## config.mk

```make
export PLATFORM = sky130hd
export DESIGN_NAME = mem_req_arbiter
export DESIGN_NICKNAME = d
export VERILOG_FILES = /design/src/rtl/mem_req_arbiter.sv
export SDC_FILE = /design/constraint.sdc
export NUM_CORES = 1
export LEC_CHECK = 0
export BUFFER_PORTS_ARGS = -buffer_cell sky130_fd_sc_hd__buf_4
export CORE_AREA = 5 5 108 110
export CTS_BUF_LIST = sky130_fd_sc_hd__clkbuf_2
export CTS_CLUSTER_DIAMETER = 30
export CTS_CLUSTER_SIZE = 28
export DETAILED_ROUTE_END_ITERATION = 12
export DIE_AREA = 0 0 113 115
export GPL_TIMING_DRIVEN = 0
export PLACE_DENSITY_LB_ADDON = 0.2
export SLEW_MARGIN = 20
export SYNTH_ARGS = -nofsm -noshare
export SYNTH_HDL_FRONTEND = slang
export SYNTH_SLANG_ARGS = --single-unit
```

## constraint.sdc

```tcl
create_clock -name clk -period 2.9 [get_ports clk]
set_clock_uncertainty 0.1 [all_clocks]
set_input_delay 0.29 -clock clk [delete_from_list [all_inputs] [get_ports clk]]
set_output_delay 0.29 -clock clk [all_outputs]
set_load 0.02 [all_outputs]
```

## src/rtl/mem_req_arbiter.sv

```systemverilog
// mem_req_arbiter: shares one SRAM-like master port between fetch and data.
// Define ARB_RR_EN for round-robin arbitration instead of data-first priority.
module mem_req_arbiter #(
  parameter int MAX_OUTST = 2,
  parameter int ID_PTR_W  = 2
) (
  input  logic        clk,
  input  logic        reset,
  input  logic        inst_req,
  input  logic [31:0] inst_addr,
  output logic        inst_addr_ok,
  output logic        inst_data_ok,
  output logic [31:0] inst_rdata,
  input  logic        data_req,
  input  logic        data_wr,
  input  logic [1:0]  data_size,
  input  logic [3:0]  data_wstrb,
  input  logic [31:0] data_addr,
  input  logic [31:0] data_wdata,
  output logic        data_addr_ok,
  output logic        data_data_ok,
  output logic [31:0] data_rdata,
  output logic        mem_req,
  output logic        mem_wr,
  output logic [1:0]  mem_size,
  output logic [3:0]  mem_wstrb,
  output logic [31:0] mem_addr,
  output logic [31:0] mem_wdata,
  input  logic        mem_addr_ok,
  input  logic        mem_data_ok,
  input  logic [31:0] mem_rdata,
  output logic [2:0]  outst_cnt
);

  typedef enum logic [1:0] {
    IDLE,
    GNT_INST,
    GNT_DATA
  } state_t;

  localparam int DEPTH = 2 ** ID_PTR_W;
  localparam logic [2:0] CNT_MAX = 3'(MAX_OUTST);
  localparam logic [ID_PTR_W-1:0] PTR_LAST = ID_PTR_W'(MAX_OUTST - 1);

  state_t state, state_nxt;
  logic fifo_q [DEPTH];
  logic [ID_PTR_W-1:0] wr_ptr, rd_ptr;
  logic [2:0] cnt;
  logic push, push_id, pop, full, head_id, pick_data;

  function automatic logic [ID_PTR_W-1:0] ptr_inc(
    input logic [ID_PTR_W-1:0] p
  );
    return (p == PTR_LAST) ? '0 : p + ID_PTR_W'(1);
  endfunction

  assign full      = (cnt == CNT_MAX);
  assign pop       = mem_data_ok && (cnt != 3'd0);
  assign head_id   = fifo_q[rd_ptr];
  assign outst_cnt = cnt;

  assign inst_data_ok = pop && !head_id;
  assign data_data_ok = pop && head_id;
  assign inst_rdata   = mem_rdata;
  assign data_rdata   = mem_rdata;

`ifdef ARB_RR_EN
  logic last_gnt;

  always_ff @(posedge clk) begin
    if (reset) begin
      last_gnt <= 1'b0;
    end else if (push) begin
      last_gnt <= push_id;
    end
  end

  // On a tie the requester not served last wins.
  assign pick_data = data_req && (!inst_req || !last_gnt);
`else
  assign pick_data = data_req;
`endif

  always_comb begin
    state_nxt    = state;
    mem_req      = 1'b0;
    mem_wr       = 1'b0;
    mem_size     = 2'd0;
    mem_wstrb    = 4'd0;
    mem_addr     = 32'd0;
    mem_wdata    = 32'd0;
    inst_addr_ok = 1'b0;
    data_addr_ok = 1'b0;
    push         = 1'b0;
    push_id      = 1'b0;
    unique case (state)
      IDLE: begin
        if (!full && (inst_req || data_req)) begin
          state_nxt = pick_data ? GNT_DATA : GNT_INST;
        end
      end
      GNT_INST: begin
        mem_req  = 1'b1;
        mem_addr = inst_addr;
        mem_size = 2'd2;
        if (mem_addr_ok) begin
          inst_addr_ok = 1'b1;
          push         = 1'b1;
          state_nxt    = IDLE;
        end
      end
      GNT_DATA: begin
        mem_req   = 1'b1;
        mem_wr    = data_wr;
        mem_size  = data_size;
        mem_wstrb = data_wstrb;
        mem_addr  = data_addr;
        mem_wdata = data_wdata;
        push_id   = 1'b1;
        if (mem_addr_ok) begin
          data_addr_ok = 1'b1;
          push         = 1'b1;
          state_nxt    = IDLE;
        end
      end
      default: state_nxt = IDLE;
    endcase
  end

  always_ff @(posedge clk) begin
    if (reset) begin
      state  <= IDLE;
      wr_ptr <= '0;
      rd_ptr <= '0;
      cnt    <= 3'd0;
    end else begin
      state <= state_nxt;
      if (push) begin
        wr_ptr <= ptr_inc(wr_ptr);
      end
      if (pop) begin
        rd_ptr <= ptr_inc(rd_ptr);
      end
      cnt <= cnt + {2'b00, push} - {2'b00, pop};
    end
  end

  // ID storage needs no reset: entries are only read behind a valid count.
  always_ff @(posedge clk) begin
    if (push) begin
      fifo_q[wr_ptr] <= push_id;
    end
  end

endmodule
```

[Yosys cells after proc, flatten, opt, wreduce, memory -nomap -nowiden]
Memories as Yosys holds them, arrays and structs flattened. A register that Yosys moved wholly into a read port is not among the register bits.
Index checks and enable logic that the tools add are counted.
W data, S select, Z words.
Word-level totals
  logic and storage cells: 48
  memories: 1
  output and inout port bits: 143
  bits of input ports: 141
  RAM bits: 4
  register bits after elaboration: 9
Memory list
  fifo_q: words 4, width 1, rd ports 1, clocked after memory_dff 1, wr ports 1, RTL line 46  | logic fifo_q [DEPTH];
Operators by class
  reductions and logical operators: 11
  mux-type cells: 21
  add/subtract/negate cells: 4
  eq/ne operators: 7
Operator list (number)
  $pmux W32 S2: 1
  $mux W32: 1
  $mux W2: 7
  $mux W1: 9
  $pmux W2 S2: 2
  $eq A2 B1 Y1 const B: 3
  $add A2 B1 Y2 const B: 2
  $logic_and A1 B1 Y1: 4
  $mux W4: 1
  $add A3 B1 Y3: 1
  $eq A3 B2 Y1 const B: 1
  $reduce_bool A3 Y1: 1
  $sub A3 B1 Y3: 1
  $eq A2 B2 Y1 const B: 1
  $logic_not A1 Y1: 2
  $logic_not A2 Y1: 1
  $ne A2 B1 Y1 const B: 1
  $ne A2 B2 Y1 const B: 1
  $reduce_and A2 Y1: 1
  $reduce_or A2 Y1: 1
  $logic_or A1 B1 Y1: 1

[Longest topological paths before layout]
Gate-level depths: netlist of run 1.
  word-level depth: 5
  mapped depth: 11
  mapped depth without buffers: 11

[Worst setup path after synthesis of run 1]
No wires, ideal clock.
  kind: register to register
  start point: register state[1]
  end point: register cnt[2], in the netlist outst_cnt[2]
  data required time: 2.722 ns
  setup time: 0.078 ns
  buffers on the path: 0
  cell stages (with the launch flop): 12
  period minus slack after synthesis: 2.508 ns
  arrival: 2.330 ns
  setup slack: 0.392 ns
  path through: dfxtp_1 > inv_1 > ha_1 > nand2_1 > ha_1 > inv_1 > ha_1 > inv_1 > fa_1 > xor2_1 > and2_1 > nor3_1
Between the ends
  longest elaborated chain between the ends: 5
  elaborated cells between the ends (all ways): 6
  those cells by class: add/sub (2); eq/ne (2); mux (1); reduce/logical (1)
Ends and longest elaborated chain
  from (decl): RTL line 45  | state_t state, state_nxt;
  from (signal assigned): RTL line 137  | state <= state_nxt;
  $eq A2 B2 Y1 / $eq A2 B1 Y1 (equally long branches): RTL line 96  | unique case (state)
  $reduce_or A2 Y1 (no source line) (*)
  $mux W1 (*)
  $add A3 B1 Y3 (*): RTL line 144  | cnt <= cnt + {2'b00, push} - {2'b00, pop};
  $sub A3 B1 Y3 (*): RTL line 144
  to (signal assigned): RTL line 144
  to (decl): RTL line 48  | logic [2:0] cnt;
Every way passes the cells marked *; elsewhere a longest branch is shown, timed or not.
A chain may end at the register's enable or synchronous reset.

[Worst setup path after layout of run 1]
Ends and elaborated chain as after synthesis.

==> results.toml, run 1 <==
[floorplanning]
fp-row-count = 38
ioPinCount = 284
core_area_um2 = 10600
die_h_um = 115
die_w_um = 113
initial_core_util_pct = 18.30
design.die.area_um2 = 13000

[grt]
grt_usage_pct = 12.29
grt_max_degree = 11
grt_pass1_vias = 2698
grt-ovfl-total = 0
antenna_found_initial = 0
grt_pass1_wl_mm = 13.20

[cells_and_area]
nFillCells = 1109
fin_util_pct = 37.96
layout_commonest_cell = "buf_4"
diodes = 0
drive_gt1_share_pct = 66.27
area_growth_pct = 107.4
final_cell_mix = "315 x buf_4, 42 x and2_1, 37 x nor2b_1"
num-nets-final = 649
stdcell_area_um2 = 4025

[placed_design]
placed_area_um2 = 4000
numPortBuffers = 251
globalplace.congestion = 0.7416
preCtsSetupSlack_ns = 0.1717
place_hpwl_mm = 8.032

[run_status]
status = "complete, no violations"

[power]
p_leak_nw = 2.097
peakVddDrop_v = 0.0002167
power_density_nw_per_um2 = 515.8
p_total_mw = 2.076

[logic_synthesis]
synth-seq-area-share_pct = 17.54
yosys_warnings = 0
syn_inst = 246
syn_nets = 393
yosysUniqueCellTypes = 28
synth.top_cells.by_area = "buf_4 25%, and2_1 14%, a22oi_1 12%"
synth_area_leader_cell = "buf_4"
synth_area_um2 = 1941
syn_area_per_cell_um2 = 7.889
synth.top_cell.area_share_pct = 24.76
synth-seq-cells = 15

[min_path]
hold_path.class = "in -> reg"

[setup_path]
cp-start-kind = "flop"
path_max_fanout = 10
criticalPathCategory = "reg -> reg"
cp_data_required_time_ns = 3.02
arrival_ns = 2.74
end_kind = "flop"

[sta]
finalCritPeriodShare_pct = 90.36
hold_viol = 0
worst_pin_slew_ns = 0.3648
setup_tns_ns = 0
clock.fmax_mhz = 381.6
period_minus_slack_ns = 2.620
setup_viol = 0
fin_ws_ns = 0.2796
max_slew_margin_pct = 75.68
drv_slew = 0
rsz0062_at_grt = "false"

[route]
firstDrtPassIters = 4
finalWirelength_mm = 9.032
num_vias = 2548
drt_iter0_markers = 56
drcViolationCount = 0
wl_per_cell_um = 14.09
ant_nets = 0
vias_per_cell = 3.975

[clocking]
clk_latency_ns = 0.29
cts_setup_buffers = 0
cts-root-buf = "clkbuf_2"
cts_tree = "built"
hold_buffers = 0
cts_made_buffers = 3
path_clk_slew_ns = 0.15
cts_htree_levels = 1
clock_sinks = 15
clockBufferDepth = 2

[job]
max_cap_violations = 0
==> report_power, final <==
group	internal [mW]	leakage [nW]	switching, mW
sequential	0.267	0.127	0.0498
combinational	0.802	1.96	0.855
clock	0.0322	0.0126	0.0710
==> routing by layer <==
metal | vias to the layer above | routed length (µm) | global-route usage (%)
li1 | 1260 | - | -
met1 | 1151 | 2835 | 12.56
met2 | 129 | 5142 | 24.33
met3 | 8 | 965 | 4.211
met4 | 0 | 88 | 2.163
met5 | - | 0 | 0
==> cell type report <==
type                            instances  area [µm²]  share of cell area [%]
Clock buffer                            3       15.01                  0.3730
Inverter                                7       26.28                  0.6528
Buffer                                 79       546.8                   13.58
Timing Repair Buffer                  251        1884                   46.81
Clock inverter                          1       7.507                  0.1865
Multi-Input combinational cell        145        1030                   25.58
Sequential cell                        15       340.3                   8.455
Tap cell                              140       175.2                   4.352
==> worst max-delay path: stages, from the launching register on <==
cell and delay, ns:
dfxtp_1 0.40, inv_1 0.08, ha_2 0.46, nand2_1 0.17, ha_1 0.32, inv_1 0.06
ha_1 0.13, inv_1 0.05, fa_1 0.37, xor2_1 0.16, and2_1 0.16, nor3_1 0.11
==> synthesized netlist by cell type <==
| cell | n |
|---|---|
| nand3_1 | 1 |
| xnor2_1 | 1 |
| a21oi_1 | 2 |
| nor2b_4 | 1 |
| nor4bb_4 | 1 |
| buf_2 | 8 |
| o311a_1 | 1 |
| nor2b_1 | 37 |
| mux4_2 | 1 |
| and2_1 | 42 |
| o311ai_1 | 1 |
| dfxtp_1 | 11 |
| inv_1 | 7 |
| nor3_1 | 3 |
| clkbuf_1 | 7 |
| o41ai_1 | 1 |
| nand2_1 | 3 |
| o31a_2 | 1 |
| a22oi_1 | 32 |
| ha_1 | 5 |
| buf_4 | 64 |
| edfxtp_1 | 4 |
| fa_1 | 1 |
| nor2_1 | 6 |
| nor3b_1 | 1 |
| xor2_1 | 2 |
| and3_1 | 1 |
| o31ai_1 | 1 |
==> stage by stage <==
step / hold slack, ns / cells
final: 0.09555 / 641
after global routing: 0.07082 / 641
after CTS: 0.08179 / 641
after detailed placement: 0.3367 / 637
after global placement: 0.3265 / 637
after floorplan: 0.2567 / 246
==> kinds of logic (layout without fill, tap and decap cells) <==
family	after synthesis	count (layout)	synth area share, %
muxes	1	1	1.160
AOI/OAI and AO/OA	39	39	15.22
xor gates and xnor gates	3	3	1.354
buffers and inverters	86	341	29.53
and+or+nand+nor	96	96	30.95
adders and majority gates	6	6	4.255
DFF	15	15	17.54
==> final timing paths <==
check	cells after the start	end	slack, ns	start
max	11	outst_cnt[2]	0.28	state[1]
min	2	outst_cnt[1]	0.1	reset
max reg2reg	11	outst_cnt[2]	0.28	state[1]
min reg2reg	2	rd_ptr[1]	0.36	rd_ptr[1]
==> repair_timing <==
| action | 4_1_cts | 5_1_grt |
|---|---|---|
| setup endpoints to repair | 0 | 1 |
| gates resized for setup | 0 | 1 |
| endpoints found under the hold margin | 0 | 0 |
Note: power is estimated with default switching activity, not from simulation.
==> run 2, diff against run 1 <==
--- a/config.mk
+++ b/config.mk
@@ -13,7 +13,7 @@
 export DETAILED_ROUTE_END_ITERATION = 12
 export DIE_AREA = 0 0 113 115
 export GPL_TIMING_DRIVEN = 0
-export PLACE_DENSITY_LB_ADDON = 0.2
+export PLACE_DENSITY = 0.58
 export SLEW_MARGIN = 20
 export SYNTH_ARGS = -nofsm -noshare
 export SYNTH_HDL_FRONTEND = slang
==> run 2 against run 1 <==
  * Global-route usage up 0.13 points
  * Critical path depth unchanged
  * Register-to-register slack improved by 0.03 ns
  * Highest routed layer unchanged
  * Critical endpoint unchanged
  * Sequential cell count stayed put
  * Clock power grew 6%
==> results.toml, run 2 (same netlist as run 1, synthesis figures left out) <==
[placed_design]
dp_cells = 637
place_hpwl_mm = 8.088
placed_area_um2 = 4000
globalplace.congestion = 0.7645
numPortBuffers = 251

[power]
p_leak_nw = 2.097
clockPowerShare_pct = 5.2
intPower_mw = 1.101
power_density_nw_per_um2 = 518.4
switching_share_pct = 47.24
p_total_mw = 2.087
netSwitchingPower_mw = 0.9856
peakVddDrop_v = 0.0002140
power_frac_comb_pct = 79.8
seq_power_share_pct = 15.0

[route]
finalWirelength_mm = 9.131
drcViolationCount = 0
num_vias = 2490
vias_per_cell = 3.885
drt_iter0_markers = 63
wl_per_cell_um = 14.24
ant_nets = 0
firstDrtPassIters = 4

[floorplanning]
design.die.area_um2 = 13000
die_h_um = 115
ioPinCount = 284
initial_core_util_pct = 18.30
fp-row-count = 38
core_area_um2 = 10600
die_w_um = 113

[cells_and_area]
seq_area_um2 = 340.3
diodes = 0
num-nets-final = 649
drive_gt1_share_pct = 66.27
final_cell_mix = "315 x buf_4, 42 x and2_1, 37 x nor2b_1"
multi_input_area_um2 = 1030
area_growth_pct = 107.4
stdcell_area_um2 = 4025
fin_cells = 641
nFillCells = 1073
layout_commonest_cell = "buf_4"

[setup_path]
path_max_fanout = 10
arrival_ns = 2.74
cp_data_required_time_ns = 3.04
cp-start-kind = "flop"
cpMostUsedCell = "inv_1"
criticalPathCategory = "reg -> reg"
slowest_stage = "ha_2"
max_stage_delay_ns = 0.46
crit_path_cell_trace = "inv_1, ha_2, nand2_1, ha_1, inv_1, ha_1, inv_1, fa_1, xor2_1, and2_1, nor3_1"
end_kind = "flop"

[grt]
grt_pass1_wl_mm = 13.25
antenna_found_initial = 0
grt_usage_pct = 12.42
grt_pass1_vias = 2632
grt-ovfl-total = 0
grt_max_degree = 11

[sta]
setup_viol = 0
hold_viol = 0
period_minus_slack_ns = 2.595
max_slew_margin_pct = 75.41
clock.fmax_mhz = 385.4
finalCritPeriodShare_pct = 89.47
drv_slew = 0
whs_ns = 0.07374
worst_pin_slew_ns = 0.3689
rsz0062_at_grt = "false"
setup_tns_ns = 0

[clocking]
cts_htree_levels = 1
cts_made_buffers = 3
cts_tree = "built"
cts-root-buf = "clkbuf_2"
clockBufferDepth = 2
path_clk_slew_ns = 0.17
clk_latency_ns = 0.30
clock_sinks = 15

[min_path]
hold_path.class = "in -> reg"

[job]
max_cap_violations = 0

[run_status]
status = "complete, no violations"
-- run 2: final cells by class --
cell class | count | share of cell area, %
plain buffers | 79 | 13.58
inverters | 7 | 0.6528
well taps | 140 | 4.352
flip-flops and latches | 15 | 8.455
clock buffers | 3 | 0.3730
repair buffers | 251 | 46.81
multi-input cells | 145 | 25.58
clock inverters | 1 | 0.1865
-- run 2: routing by layer --
| layer | vias to the layer above | GRT usage (%) | share of wire [%] |
|---|---|---|---|
| li1 | 1265 | - | - |
| met1 | 1096 | 14.05 | 36 |
| met2 | 124 | 24.17 | 55 |
| met3 | 5 | 2.895 | 8.3 |
| met4 | 0 | 1.683 | 0.46 |
| met5 | - | 0 | 0 |
-- run 2: final timing paths --
kind	from	end	slack [ns]	cells after the start
max reg2reg	state[1]	outst_cnt[2]	0.31	11
max	state[1]	outst_cnt[2]	0.31	11
min	reset	outst_cnt[1]	0.07	2
min reg2reg	rd_ptr[1]	rd_ptr[1]	0.35	2
-- run 2: critical path: cells and delay by family (launching register included) --
kind / cells / cell delay (ns)
and+or+nand+nor: 3 / 0.44
adders and majority gates: 4 / 1.27
buffers and inverters: 3 / 0.17
DFF: 1 / 0.39
xor gates and xnor gates: 1 / 0.16
-- run 2: what timing repair did --
action,4_1_cts,5_1_grt
hold buffers,0,0
endpoints found under the setup margin,0,1
setup buffers,0,0
resized for setup,0,1
endpoints found under the hold margin,0,0
-- run 2: metrics by stage --
step | util (%) | setup slack [ns]
after floorplan | - | 0.3925
after global placement | 37.73 | 0.1999
after detailed placement | 37.73 | 0.2056
after CTS | 37.94 | 0.1592
after global routing | 37.96 | 0.1237
final | 37.96 | 0.3054
-- run 2: power groups by stage --
stage	Combinational (mW)	Clock (mW)	Sequential (mW)
final	1.66	0.109	0.313
after global routing	1.80	0.122	0.323
after CTS	1.68	0.115	0.315
after detailed placement	1.68	0	0.319
after global placement	1.67	0	0.317
after floorplan	0.990	0	0.327
==> run 3, diff against run 2 <==
--- a/config.mk
+++ b/config.mk
@@ -7,13 +7,13 @@
 export LEC_CHECK = 0
 export BUFFER_PORTS_ARGS = -buffer_cell sky130_fd_sc_hd__buf_4
 export CORE_AREA = 5 5 108 110
-export CTS_BUF_LIST = sky130_fd_sc_hd__clkbuf_2
 export CTS_CLUSTER_DIAMETER = 30
 export CTS_CLUSTER_SIZE = 28
 export DETAILED_ROUTE_END_ITERATION = 12
 export DIE_AREA = 0 0 113 115
 export GPL_TIMING_DRIVEN = 0
 export PLACE_DENSITY = 0.58
+export SKIP_LAST_GASP = 1
 export SLEW_MARGIN = 20
 export SYNTH_ARGS = -nofsm -noshare
 export SYNTH_HDL_FRONTEND = slang
==> run 3 against run 2 <==
  * First-iteration DRC count up 9.5%
  * Critical path type unchanged
  * Fmax down 2.7%
  * Clock power up 64%
  * Wire length up 0.45%
  * Sequential share of layout area about the same
  * Design area up 0.59%
  * Setup slack worse by 0.071 ns
==> results.toml, run 3 (same netlist as run 1, synthesis figures left out) <==
[sta]
finalCritPeriodShare_pct = 91.91
drv_slew = 0
hold_viol = 0
period_minus_slack_ns = 2.665
worst_pin_slew_ns = 0.3722
setup_tns_ns = 0
max_slew_margin_pct = 75.19
setup_viol = 0
clock.fmax_mhz = 375.2
rsz0062_at_grt = "false"
whs_ns = 0.1493

[grt]
grt_pass1_wl_mm = 13.28
top_usage_layer = "met2"
globalRouteMet1Util_pct = 14.11
grtUsageMet3_pct = 2.895
grt-ovfl-total = 0
grt_usage_pct = 12.40
antenna_found_initial = 0
grt_max_degree = 11
gr-usage-met2_pct = 24.25
grt_pass1_vias = 2633

[floorplanning]
design.die.area_um2 = 13000
fp-row-count = 38
core_area_um2 = 10600
die_h_um = 115
initial_core_util_pct = 18.30
die_w_um = 113
ioPinCount = 284

[route]
ant_nets = 0
vias_per_cell = 3.880
firstDrtPassIters = 4
num_vias = 2487
finalWirelength_mm = 9.172
wl_per_cell_um = 14.31
drcViolationCount = 0
drt_iter0_markers = 69

[clocking]
cts-root-buf = "clkbuf_8"
cts_htree_levels = 1
clockBufferDepth = 2
path_clk_slew_ns = 0.07
cts_setup_buffers = 0
cts_resized = 0
cts_made_buffers = 3
clk_latency_ns = 0.25
cts_tree = "built"
hold_buffers = 0
clock_sinks = 15

[placed_design]
placed_area_um2 = 4000
place_hpwl_mm = 8.088
globalplace.congestion = 0.7645
numPortBuffers = 251

[job]
max_cap_violations = 0

[cells_and_area]
area_growth_pct = 108.6
drive_gt1_share_pct = 66.07
stdcell_area_um2 = 4049
num-nets-final = 649
final_cell_mix = "315 x buf_4, 42 x and2_1, 37 x nor2b_1"
fin_util_pct = 38.19
diodes = 0
layout_commonest_cell = "buf_4"

[setup_path]
cp_data_required_time_ns = 2.98
path_max_fanout = 10
end_kind = "flop"
arrival_ns = 2.74
r2r_cells = 11
cp-start-kind = "flop"
criticalPathCategory = "reg -> reg"

[min_path]
hold_path.class = "in -> reg"
worstHoldPathCells = 2

[power]
power_density_nw_per_um2 = 531.1
p_leak_nw = 2.107
peakVddDrop_v = 0.0002478

[run_status]
status = "complete, no violations"
==> run 3: worst paths after layout <==
path | startpoint | to | slack (ns)
setup reg to reg | state[1] | outst_cnt[2] | 0.23
setup / recovery | state[1] | outst_cnt[2] | 0.23
hold / removal | reset | outst_cnt[1] | 0.15
hold reg to reg | rd_ptr[1] | rd_ptr[1] | 0.34
==> run 3: layout make-up <==
| class | instances | area, µm² |
|---|---|---|
| clock buffer | 3 | 41.29 |
| tap | 140 | 175.2 |
| timing repair buffer | 251 | 1884 |
| clock inverter | 1 | 7.507 |
| multi-input combinational | 145 | 1027 |
| buffer | 79 | 546.8 |
| sequential | 15 | 340.3 |
| inverter | 7 | 26.28 |
| fill | 1068 | 6554 |
==> run 3: worst max-delay path: stages, from the launching register on <==
cell	delay (ns)
dfxtp_1	0.36
inv_1	0.07
ha_1	0.51
nand2_1	0.20
ha_1	0.33
inv_1	0.05
ha_1	0.12
inv_1	0.04
fa_1	0.37
xor2_1	0.16
and2_1	0.16
nor3_1	0.11
==> run 3: stage by stage <==
| step | cells | setup WS (ns) | power, mW |
|---|---|---|---|
| after floorplan | 246 | 0.3925 | 1.317 |
| after global placement | 637 | 0.1999 | 1.982 |
| after detailed placement | 637 | 0.2056 | 1.994 |
| after CTS | 641 | 0.1795 | 2.178 |
| after global routing | 641 | 0.006024 | 2.312 |
| final | 641 | 0.2348 | 2.150 |
==> run 3: power breakdown <==
part	switching (mW)	leakage (nW)	total (mW)	internal, mW
Combinational	0.860	1.96	1.66	0.798
Sequential	0.0472	0.127	0.314	0.267
Clock	0.0825	0.0217	0.179	0.0965
==> run 3: layer usage <==
layer  vias to the layer above  wire length (µm)
met5                         -                 0
met4                         0                15
met3                         2               847
met2                       122              5029
met1                      1100              3279
li1                       1263                 -
